<file path="src/rtl/imm_ext_stage.sv">
// imm_ext_stage: decode-stage immediate extender feeding a 2-entry elastic buffer
// with valid/ready handshakes, flush, and a saturating illegal-mode counter.
module imm_ext_stage #(
   parameter int IN_W  = 16,
   parameter int OUT_W = 32,
   parameter int TAG_W = 5
) (
   input  logic             clk,
   input  logic             rst_n,
   input  logic             flush,
   input  logic             in_valid,
   output logic             in_ready,
   input  logic [IN_W-1:0]  in_imm,
   input  logic [2:0]       in_mode,
   input  logic [TAG_W-1:0] in_tag,
   output logic             out_valid,
   input  logic             out_ready,
   output logic [OUT_W-1:0] out_data,
   output logic [TAG_W-1:0] out_tag,
   output logic             out_err,
   output logic [7:0]       ill_cnt
);
   typedef enum logic [1:0] {EMPTY = 2'd0, ONE = 2'd1, FULL = 2'd2} state_t;
   state_t             r_state;
   logic [OUT_W-1:0]   r_data [2];
   logic [TAG_W-1:0]   r_tag  [2];
   logic [1:0]         r_err;
   logic               r_wp;
   logic               r_rp;
   logic [7:0]         r_ill;
   logic [OUT_W-1:0]   w_sext;
   logic [OUT_W-1:0]   w_ext;
   logic               w_ill;
   logic               w_push;
   logic               w_pop;
   assign w_sext = {{(OUT_W-IN_W){in_imm[IN_W-1]}}, in_imm};
   always_comb begin
      w_ext = '0;
      w_ill = 1'b0;
      case (in_mode)
         3'b000:  w_ext = {{(OUT_W-IN_W){1'b0}}, in_imm};
         3'b010:  w_ext = w_sext;
         3'b001:  w_ext = {in_imm, {(OUT_W-IN_W){1'b0}}};
         3'b011:  w_ext = w_sext << 2;
         3'b100:  w_ext = {{(OUT_W-8){in_imm[7]}}, in_imm[7:0]};
         3'b101:  w_ext = {{(OUT_W-8){1'b0}}, in_imm[7:0]};
         default: w_ill = 1'b1;
      endcase
   end
   // Held low through reset so nothing is accepted before the buffer is live.
   assign in_ready  = rst_n && (r_state != FULL) && !flush;
   assign out_valid = r_state != EMPTY;
   assign out_data  = r_data[r_rp];
   assign out_tag   = r_tag[r_rp];
   assign out_err   = r_err[r_rp];
   assign ill_cnt   = r_ill;
   assign w_push    = in_valid && in_ready;
   assign w_pop     = out_valid && out_ready;
   always_ff @(posedge clk or negedge rst_n) begin
      if (!rst_n) begin
         r_state <= EMPTY;
         r_data  <= '{default: '0};
         r_tag   <= '{default: '0};
         r_err   <= '0;
         r_wp    <= 1'b0;
         r_rp    <= 1'b0;
         r_ill   <= '0;
      end else if (flush) begin
         r_state <= EMPTY;
         r_wp    <= 1'b0;
         r_rp    <= 1'b0;
      end else begin
         if (w_push) begin
            r_data[r_wp] <= w_ext;
            r_tag[r_wp]  <= in_tag;
            r_err[r_wp]  <= w_ill;
            r_wp         <= ~r_wp;
         end
         if (w_pop)
            r_rp <= ~r_rp;
         r_state <= (w_push && !w_pop) ? ((r_state == EMPTY) ? ONE : FULL) :
                    (!w_push && w_pop) ? ((r_state == FULL) ? ONE : EMPTY) : r_state;
         if (w_push && w_ill && r_ill != 8'hFF)
            r_ill <= r_ill + 8'd1;
      end
   end
endmodule
</file>
<file path="config.mk">
export PLATFORM = sky130hd
export DESIGN_NAME = imm_ext_stage
export DESIGN_NICKNAME = d
export VERILOG_FILES = /design/src/rtl/imm_ext_stage.sv
export SDC_FILE = /design/constraint.sdc
export NUM_CORES = 1
export LEC_CHECK = 0
export ABC_AREA = 1
export CELL_PAD_IN_SITES_DETAIL_PLACEMENT = 0
export CELL_PAD_IN_SITES_GLOBAL_PLACEMENT = 2
export CORE_MARGIN = 2
export CORE_UTILIZATION = 33
export DETAILED_ROUTE_END_ITERATION = 16
export PLACE_DENSITY_LB_ADDON = 0.25
export SETUP_SLACK_MARGIN = 0.15
export SLEW_MARGIN = 20
export SYNTH_ARGS = -nofsm -noshare
export SYNTH_HDL_FRONTEND = slang
export SYNTH_SLANG_ARGS = --single-unit
</file>
<file path="constraint.sdc">
create_clock -name clk -period 2.2 [get_ports clk]
set_input_delay 0.44 -clock clk [delete_from_list [all_inputs] [get_ports clk]]
set_output_delay 0.44 -clock clk [all_outputs]
set_load 0.05 [all_outputs]
</file>
==> results of run 1 <==
[critical path, delay by kind of cell]
kind / cells / cell delay, ps
buffers and inverters: 3 / 770
AND/OR/NAND/NOR: 2 / 300
[metrics by stage]
step,hold slack [ps],std cells,power (W)
global route,221,823,0.00584
global placement,455,807,0.00398
floorplan,144,568,0.00327
CTS,194,823,0.00559
detailed placement,459,807,0.00400
finish,179,823,0.00553
[kinds of logic (layout without fill, tap and decap cells)]
logic type               count (synthesis)  count (layout)  share of synthesized area, %
AND/OR/NAND/NOR                        320             320                          29.8
AO/OA/AOI/OAI                           85              85                          11.2
flip-flops                              88              88                          49.6
buffers and inverters                   68             147                          7.72
XOR/XNOR                                 6               6                          1.35
adder cells (fa/ha/maj)                  1               1                         0.282
[state kept, by name (all words and copies together) (netlist names)]
name     count
r_rp         1
r_wp         1
r_state      2
r_tag       10
r_err        2
ill_cnt      8
r_data      64
[synth_stat cells (3+ instances only)]
master	instances
buf_6	8
dfrtp_1	88
nand2_2	4
a21oi_2	10
buf_2	11
o21ai_0	28
a21oi_1	5
nor2_1	11
buf_4	3
nand4_1	11
o22ai_1	7
nand2_1	273
o21ai_1	27
nand3_1	13
clkbuf_1	8
o21ai_2	6
inv_1	32
xnor2_1	3
inv_2	4
[power groups by stage]
stage | Clock (W) | Combinational [W] | Sequential, W
after floorplan | 0 | 0.00111 | 0.00216
after global placement | 0 | 0.00187 | 0.00211
after detailed placement | 0 | 0.00189 | 0.00211
after CTS | 0.00163 | 0.00188 | 0.00208
after global routing | 0.00171 | 0.00201 | 0.00212
final | 0.00159 | 0.00186 | 0.00208
[per-layer routing]
layer | share of wire, % | vias to the layer above | GRT usage [%]
li1 | - | 1940 | -
met1 | 49 | 1810 | 24.7
met2 | 46 | 85 | 26.8
met3 | 4.6 | 7 | 3.71
met4 | 0.74 | 0 | 5.51
met5 | 0 | - | 0
[area by class of cell]
class | instances | area share, %
Clock buffer | 12 | 4.44
Clock inverter | 4 | 0.910
Inverter | 38 | 2.51
Multi-Input combinational cell | 412 | 32.8
Sequential cell | 88 | 38.1
Tap cell | 176 | 3.81
Timing Repair Buffer | 93 | 17.4
[timing repair]
item	4_1_cts	5_1_grt
endpoints found under the setup margin	6	19
pin swaps	0	0
resized for setup	6	6
[worst min-delay path by stage]
| stage | startpoint | endpoint | slack (ps) | cells after the start |
|---|---|---|---|---|
| 2_1_floorplan | rst_n | ill_cnt[0] | 140 | 0 |
| 3_3_place_gp | r_data[0] | r_data[0] | 460 | 2 |
| 3_5_place_dp | r_tag[0] | r_tag[0] | 460 | 2 |
| 4_1_cts | rst_n | r_state[0] | 190 | 2 |
| 5_1_grt | rst_n | r_state[0] | 220 | 2 |
| 6_report | rst_n | r_state[0] | 180 | 2 |
[layout by cell type, fill, tap and decap left out, types with 2 or more instances in the layout]
cell type        synthesis  layout
a21oi_1                  5       5
a21oi_2                 10      10
buf_12                   0      17
buf_4                    3      39
clkbuf_16                0       9
clkbuf_8                 0       2
clkdlybuf4s50_1          0      27
clkinvlp_4               0       3
dfrtp_1                 88      88
dlygate4sd2_1            0       6
dlymetal6s2s_1           0       3
inv_1                   32      32
inv_2                    4       4
nand2_1                273     273
nand2_2                  4       4
nand3_1                 13      13
nand3_2                  2       2
nand4_1                 11      11
nor2_1                  11      11
nor2_2                   2       2
o211ai_1                 2       2
o21ai_0                 28      18
o21ai_1                 27      37
o21ai_2                  6       6
o22ai_1                  7       7
xnor2_1                  3       3
xor2_1                   2       2
==> impl_metrics.toml, run 1 <==
[pwr]
p_clk_share_pct = 28.7
p_leak_nw = 2.93
intPower_w = 0.00354
swShare_pct = 36.0
seq_power_share_pct = 37.7
pwr-share-comb_pct = 33.6
p_switching_w = 0.00199
ir_drop_mv = 0.564
power_density_nw_per_um2 = 957

[clocking]
post_cts_buffers = 0
cts_tree = "done"
cts_hold_buf = 0
htree_levels = 3
clock_sinks = 88
clk_latency_ps = 340
cts_root_buffer = "clkbuf_16"
clk_path_buf_depth = 2
numCtsBuffers = 9
cts.clk_slew.worst_paths_ps = 60

[job]
maxCapViolCount = 0

[drt]
ant_nets = 0
firstDrtPassIters = 5
drc = 0
wire_per_inst_um = 14.3
viasPerCell = 4.67
drt_wl_total_um = 11800
vias = 3842
drtIter0Drc = 255

[grt]
grt_pass1_vias = 3736
grt_pass1_wl_um = 19600
antenna_found_initial = 0
track_usage_pct = 17.5
grt_max_degree = 51
overflow = 0

[worst_setup_path]
ff2ff_setup_slack_ps = 600
crit_type = "in2out"
arrival_ps = 1500
critPathLaunchType = "input pin"
regToRegStartpoint = "r_state[0]"
r2r-end = "r_err[0]"
required_ps = 1760
crit_chain = "clkdlybuf4s50_1, inv_1, nand2_1, nor2_1, buf_12"
crit_end = "in_ready"
r2r_cells = 7
critical_path.startpoint = "flush"
crit_path_end_kind = "output port"
path_max_fanout = 5
slowest_delay_ps = 440
slowest_stage = "clkdlybuf4s50_1"

[layout]
postLayoutCoreUtil_pct = 43.8
stdcell_area_um2 = 5780
fillCellCount = 1334
multi_input_area_um2 = 1890
drive_gt1_share_pct = 16.4
n_antenna_cell = 0
regArea_um2 = 2200
final_nets = 672
area_growth_pct = 30.1

[placement]
dp_hpwl_um = 8170
io_buffers = 76
place_area_um2 = 5460
dp_slack_ps = 149
gp_congestion = 0.806

[logic_synthesis]
async_flop_share_pct = 100
synth_area_leader_cell = "dfrtp_1"
yosysWarnings = 0
synth_nets = 598
synth_seq_cells = 88
syn_inst = 568
synth_cell_types = 31
syn_area_per_cell_um2 = 7.82
synth_top_area_share_pct = 49.6
synth_edf_count = 0
synth_top_flop_cell = "dfrtp_1"
syn-cell-area_um2 = 4440
synth_area_leaders = "dfrtp_1 (50%), nand2_1 (23%), o21ai_0 (3.2%)"
synth-seq-area-share_pct = 49.6

[sta]
rsz0062_at_grt = "yes"
finClkSkew_ps = 9.18
slew_violations = 0
layout_setup_ws_ps = 257
setup_viol = 0
fmaxAchievable_mhz = 515
period_share_pct = 88.3
period_needed_ps = 1940
hold_viol_final = 0
setup_tns_ps = 0
worst_pin_slew_ps = 745
max_slew_margin_pct = 50.3

[floorplan]
rows = 42
die_w_um = 120
boundaryPins = 77
coreArea_um2 = 13200
die_y_um = 120
die-area_um2 = 14400
initial_core_util_pct = 33.7

[min_path]
hp-class = "in2async"

[run_status]
status = "complete, no violations"
No activity file was read; power rests on OpenSTA's default activity.
==> run 2: changes to the inputs <==
Settings changed: ABC_CLOCK_PERIOD_IN_PS from default to 2200.
==> results of run 2 <==
Final layout, timing and power as in run 1 (identical DEF).
